--- src/rtl/instr_issue_seq.sv ---
// Instruction sequencer: walks a small instruction store and issues each word to the
// R-type datapath under valid/ready, then samples tr_zf after RES_LAT cycles. Build macro: SEQ_LOOP_EN.
module instr_issue_seq #(
  parameter int          AW        = 4,
  parameter int          RES_LAT   = 2,
  parameter logic [31:0] HALT_WORD = 32'hFFFF_FFFF
) (
  input  logic          clk,
  input  logic          rst,
  input  logic          load_en,
  input  logic [AW-1:0] load_addr,
  input  logic [31:0]   load_data,
  input  logic          start,
  input  logic          instr_ready,
  input  logic          tr_zf,
  output logic [31:0]   instruccion_r,
  output logic          instr_valid,
  output logic [AW-1:0] pc,
  output logic [AW:0]   zf_count,
  output logic          last_zf,
  output logic          busy,
  output logic          done
);

  typedef enum logic [2:0] {
    S_IDLE, S_FETCH, S_READ, S_ISSUE, S_WAIT, S_DONE
  } state_t;

  localparam logic [3:0] LAT_INIT = 4'(RES_LAT - 1);

  state_t        r_state, w_next;
  logic [31:0]   r_mem [2**AW];
  logic [31:0]   r_rdata;
  logic [31:0]   r_instr;
  logic [AW-1:0] r_faddr;
  logic [AW-1:0] r_pc;
  logic [AW:0]   r_zf_count;
  logic          r_last_zf;
  logic [3:0]    r_lat_cnt;

  logic w_busy, w_start_run, w_accept, w_sample, w_halt, w_last_addr;

  assign w_busy      = (r_state == S_FETCH) || (r_state == S_READ) ||
                       (r_state == S_ISSUE) || (r_state == S_WAIT);
  assign w_start_run = start && ((r_state == S_IDLE) || (r_state == S_DONE));
  assign w_accept    = (r_state == S_ISSUE) && instr_ready;
  assign w_sample    = (r_state == S_WAIT) && (r_lat_cnt == '0);
  assign w_halt      = (r_rdata == HALT_WORD);
  assign w_last_addr = (r_faddr == {AW{1'b1}});

  // NOTE: the store has no reset; contents survive rst and need no reset fan-out.
  always_ff @(posedge clk) begin
    if (load_en && !w_busy)
      r_mem[load_addr] <= load_data;
    r_rdata <= r_mem[r_faddr];
  end

  always_ff @(posedge clk or posedge rst) begin
    if (rst) r_state <= S_IDLE;
    else     r_state <= w_next;
  end

  // NOTE: every output of this block gets a default first so no latch is inferred.
  always_comb begin
    w_next = r_state;
    case (r_state)
      S_IDLE, S_DONE: if (start) w_next = S_FETCH;
      S_FETCH:        w_next = S_READ;
      S_READ:         w_next = w_halt ? S_DONE : S_ISSUE;
      S_ISSUE:        if (instr_ready) w_next = S_WAIT;
      S_WAIT: begin
        if (w_sample) begin
`ifdef SEQ_LOOP_EN
          w_next = S_FETCH;
`else
          w_next = w_last_addr ? S_DONE : S_FETCH;
`endif
        end
      end
      default:        w_next = S_IDLE;
    endcase
  end

  // r_faddr walks the store; r_pc only takes a new address once that word is issued,
  // so a HALT fetch leaves pc on the last-issued instruction.
  always_ff @(posedge clk or posedge rst) begin
    if (rst) begin
      r_faddr    <= '0;
      r_pc       <= '0;
      r_instr    <= '0;
      r_zf_count <= '0;
      r_last_zf  <= 1'b0;
      r_lat_cnt  <= '0;
    end else begin
      if (w_start_run) begin
        r_faddr    <= '0;
        r_pc       <= '0;
        r_zf_count <= '0;
        r_last_zf  <= 1'b0;
      end
      if ((r_state == S_READ) && !w_halt) begin
        r_instr <= r_rdata;
        r_pc    <= r_faddr;
      end
      if (w_accept)
        r_lat_cnt <= LAT_INIT;
      else if ((r_state == S_WAIT) && (r_lat_cnt != '0))
        r_lat_cnt <= r_lat_cnt - 4'd1;
      if (w_sample) begin
        r_last_zf <= tr_zf;
        if (tr_zf && (r_zf_count != {(AW+1){1'b1}}))
          r_zf_count <= r_zf_count + 1'b1;
`ifdef SEQ_LOOP_EN
        r_faddr <= r_faddr + 1'b1;
`else
        if (!w_last_addr)
          r_faddr <= r_faddr + 1'b1;
`endif
      end
    end
  end

  assign instruccion_r = r_instr;
  assign instr_valid   = (r_state == S_ISSUE);
  assign pc            = r_pc;
  assign zf_count      = r_zf_count;
  assign last_zf       = r_last_zf;
  assign busy          = w_busy;
  assign done          = (r_state == S_DONE);

endmodule

--- config.mk ---
export PLATFORM = sky130hd
export DESIGN_NAME = instr_issue_seq
export DESIGN_NICKNAME = d
export VERILOG_FILES = /design/src/rtl/instr_issue_seq.sv
export SDC_FILE = /design/constraint.sdc
export NUM_CORES = 1
export LEC_CHECK = 0
export ABC_CLOCK_PERIOD_IN_PS = 6250
export BUFFER_PORTS_ARGS = -buffer_cell sky130_fd_sc_hd__buf_2
export CORE_ASPECT_RATIO = 1.2
export CORE_MARGIN = 2
export CORE_UTILIZATION = 25
export DETAILED_ROUTE_END_ITERATION = 7
export GPL_TIMING_DRIVEN = 0
export PLACE_DENSITY = 0.38
export SETUP_SLACK_MARGIN = 0.5
export SLEW_MARGIN = 15
export SYNTH_ARGS = -nofsm -noshare
export SYNTH_HDL_FRONTEND = slang
export SYNTH_SLANG_ARGS = --single-unit
--- constraint.sdc ---
create_clock -name clk -period 6.25 [get_ports clk]
set_clock_uncertainty 0.15 [all_clocks]
set_input_delay 0.9375 -clock clk [delete_from_list [all_inputs] [get_ports clk]]
set_output_delay 0.9375 -clock clk [all_outputs]
set_load 0.03 [all_outputs]
# Yosys cells after proc, flatten, opt, wreduce, memory -nomap -nowiden
# Memories as Yosys holds them, arrays and structs flattened. A register that Yosys moved wholly into a read port is not among the register bits.
# Index checks and enable logic that the tools add are counted.
# W data, S select, Z words.
# word_totals
word_cells	63
input_bits	42
register_bits	53
ram_bits	512
n_memories	1
output_inout_bits	45
# op_classes
muxes	20
eq_ne	11
add_sub_neg	3
n_reduce_logical	21
# mem_list
name	depth	width	read_ports	rd_clocked_by_memory_dff	wr	line_no	rtl
r_mem	16	32	1	1	1	32	logic [31:0] r_mem [2**AW];
# ops
op	n
$eq A32 B32 Y1 const B	1
$mux W4	7
$mux W3	5
$mux W5	3
$pmux W3 S5	1
$logic_and A1 B1 Y1	7
$eq A3 B2 Y1 const B	2
$eq A3 B3 Y1 const B	2
$ne A2 B2 Y1 const B	3
$reduce_bool A2 Y1	3
$add A5 B1 Y5 const B	1
$ne A5 B5 Y1 const B	1
$add A4 B1 Y4 const B	1
$eq A4 B4 Y1 const B	1
$logic_not A4 Y1	1
$logic_or A1 B1 Y1	4
$mux W1	4
$reduce_bool A4 Y1	1
$sub A4 B1 Y4 const B	1
$eq A3 B1 Y1 const B	1
$logic_not A3 Y1	1
$reduce_and A3 Y1	1
$logic_not A1 Y1	2
$reduce_or A2 Y1	1

# Logic depth before layout (Yosys ltp)
# depth
depth_word	8
depth_mapped	7
depth_no_buf	7

# Least setup slack after synthesis
# No wires, ideal clock.
# synth_path
kind	input -> register
startpoint	input load_en
endpoint	memory r_mem[8][0] (enable)
required_time_ps	5639
path_stages	3
path_slack_ps	1886
setup_time_ps	461
n_path_buf	0
arrival_ps	3753
path_cell_list	o21ai_0 or3b_2 nor3_1
# synth_via
elab_chain_cells	3
# synth_lines
item	line_no	rtl
from (decl)	10	input logic load_en,
$logic_and A1 B1 Y1	53	if (load_en && !w_busy)
$mux W1	53	
$mux W1 (not written as such)	54	r_mem[load_addr] <= load_data;
to (decl)	32	
# No other way between the ends.

# Worst setup path after layout
# layout_path
startpoint	register r_state[1]
endpoint	memory r_mem[4][8] (enable)
# layout_via
elab_chain_cells	8
word_cells_on_any_way	11
classes_between	eq/ne (4); mux (2); reduce/logical (5)
# layout_lines
item	line_no	rtl
from (decl)	31	state_t r_state, w_next;
from (signal assigned)	60	else r_state <= w_next;
$eq A3 B1 Y1 or $eq A3 B2 Y1 (tied branches)	43	assign w_busy = (r_state == S_FETCH) || (r_state == S_READ) ||
$logic_or A1 B1 Y1 (2 in series)	43	
$logic_or A1 B1 Y1 (*)	44	(r_state == S_ISSUE) || (r_state == S_WAIT);
$logic_not A1 Y1 (*)	53	
$logic_and A1 B1 Y1 (*)	53	
$mux W1 (*)	53	
$mux W1 (not written as such) (*)	54	
# Every way passes the cells marked *; elsewhere a longest branch is shown, timed or not.

==> results.yml <==
outcome:
  status: "finished, final reports clean"
die:
  die_area_mm2: 0.09204
  die_h_um: 331.9
  fp.dieW_um: 277.3
  rows: 120
  initial_utilization_pct: 25.16
  io_pins: 87
  core_mm2: 0.08904
routing:
  wire_per_inst_um: 25.40
  totalWireLength_um: 60530
  drt.antenna.violating_nets: 0
  routed_via_density: 4.448
  drc_errors: 0
  vias: 10599
  first_iter_violations: 763
  first_pass_iters: 5
sta:
  timing.setup.tns_ns: 0
  period_share_pct: 53.52
  fin_crit_ns: 3.345
  rsz0062_at_grt: "no"
  finalSetupViolations: 0
  worst_pin_slew_ns: 1.124
  hold_viol: 0
  slew-limit-headroom_pct: 25.04
  finalMaxSlewViolations: 0
  max_freq_ghz: 0.2990
setup_path:
  critPathMaxFanout: 10
  arrival_ns: 3.54
  r2r_slack_ns: 2.91
  cp-end-kind: "flip-flop"
  required_ns: 6.44
  critPathKind: "flip-flop to flip-flop"
  start_kind: "flip-flop"
grt:
  grt_max_degree: 45
  antenna_found_initial: 7
  grt_pass1_vias: 11377
  grt_pass1_wl_um: 86770
  grt_overflow: 0
  grt_usage_pct: 13.25
final_layout:
  nets: 1217
  syn2layout_area_growth_pct: 21.59
  drive_above_1_share_pct: 37.12
clock_network:
  cts_tree: "yes"
  cts_sinks: 597
  cts_repair_resize_count: 0
  htreeDepth: 2
  cts_setup_buffers: 0
  cts_buffers: 61
  hold_buffers: 0
  clk_pin_slew_worst_paths_ns: 0.07
  clkLatencyLatePin_ns: 0.64
  cts_root_buf: "clkbuf_16"
  clk_path_buf_depth: 3
synth:
  ys_seq_area_share_pct: 77.40
  yosysWarnings: 0
  synthTopCellsByArea: "edfxtp_1 69%, mux4_2 16%, dfrtp_1 5.9%"
  synthCells: 974
  ys_ff_latch: 597
  synth-edff-count: 512
  netlist_area_mm2: 0.02240
  yosys.cell_types.count: 41
  synth_top_area_share_pct: 68.63
  synth_flop_cell: "edfxtp_1"
  yosys.area.top_type: "edfxtp_1"
  synthArstFlopShare_pct: 8.878
  synth_nets: 1020
  avgSynthCellArea_um2: 23.00
pwr:
  peakVddDrop_mv: 0.2168
  cellLeakagePower_nw: 8.681
  cellPowerDensity_mw_per_mm2: 378.5
  total_power_mw: 10.31
placed_design:
  io_buffers: 86
  hpwlAfterDp_um: 40600
  gp_congestion: 0.6842
worst_hold_path:
  hp-class: "primary input to async pin"
job:
  drv_cap: 0
cell families after synthesis:
logic type | after synthesis | share of synthesized area [%]
AOI/OAI and AO/OA | 22 | 0.6981
xor gates and xnor gates | 8 | 0.3128
adders and majority gates | 4 | 0.2234
buffers and inverters | 57 | 1.346
DFF | 597 | 77.40
muxes | 197 | 17.92
and+or+nand+nor | 89 | 2.100
metrics by stage:
stage	hold slack, ns	util [%]	worst slack (ns)	cells	instance area, um2
final	0.08493	30.59	2.905	2383	27240
after global routing	0.05770	30.59	2.741	2383	27240
after CTS	0.03921	30.59	2.819	2382	27240
after detailed placement	0.3283	28.33	2.803	2267	25220
after global placement	0.3175	27.28	-2.039	2219	24280
after floorplan	0.2970	-	1.886	974	22400
area by class of cell:
class | count | area, um2
diodes | 1 | 2.502
well taps | 1159 | 1450
clock inverters | 19 | 206.4
multi-input cells | 320 | 4871
repair buffers | 134 | 1254
plain buffers | 47 | 265.3
clock buffers | 96 | 1809
inverters | 10 | 40.04
flip-flops and latches | 597 | 17340
fillers | 8566 | 61800
layout by cell type, fill, tap and decap left out, types with 15 or more instances in the layout:
cell       count
buf_16        18
buf_2         99
buf_4         20
clkbuf_1      42
clkbuf_16     62
dfrtp_1       53
dfxtp_1       32
edfxtp_1     512
mux2_2        19
mux4_2       160
nand2_1       15
registers in the layout, summed over array words and instances, names as in the netlist:
signal	cells
instruccion_r	32
last_zf	1
pc	4
r_faddr	4
r_lat_cnt	4
r_mem	512
r_rdata	32
r_state	3
zf_count	5
worst max-delay path, stage by stage, from the launching register on:
cell and delay, ns:
dfrtp_1 0.40, clkbuf_1 0.22, nor3_1 0.33, o21ai_0 0.16, or3b_2 0.59, nor3_2 0.40
buf_4 0.25, buf_6 0.16, buf_4 0.20, buf_4 0.18
worst paths after layout:
check | startpoint | endpoint | cells after the start
worst min register to register | r_rdata[19] | instruccion_r[19] | 1
worst max register to register | r_state[1] | r_mem[4][8] | 9
max in group asynchronous | rst | instruccion_r[5] | 3
worst max-delay path | r_state[1] | r_mem[4][8] | 9
worst min-delay path | rst | instruccion_r[21] | 2
min in group clk | r_rdata[19] | instruccion_r[19] | 1
layer usage:
layer / GRT usage (%) / vias up / wire length, um
met5: 0 / - / 12
met4: 3.573 / 2 / 1383
met3: 2.715 / 88 / 2776
met2: 22.09 / 226 / 29820
met1: 17.53 / 5795 / 26540
li1: - / 4488 / -
cell usage after synthesis, drive strengths merged, types with 2 or more instances:
master	count
xnor2	5
nor2	20
nand2b	4
nor4	5
nor2b	2
dfxtp	32
mux4	160
a21oi	3
and2	2
inv	10
o211ai	2
dfrtp	53
o21ai	10
nand3	12
nand2	15
buf	26
nand4	10
ha	4
or3b	4
edfxtp	512
mux2	32
clkbuf	21
nor3	8
mux2i	5
xor2	3
and3	3
nor3b	3
power by group:
part	switching (mW)	internal (mW)
Clock	1.55	2.14
Sequential	0.140	4.59
Combinational	1.07	0.827
Total	2.75	7.56
No activity file was read; power rests on OpenSTA's default activity.
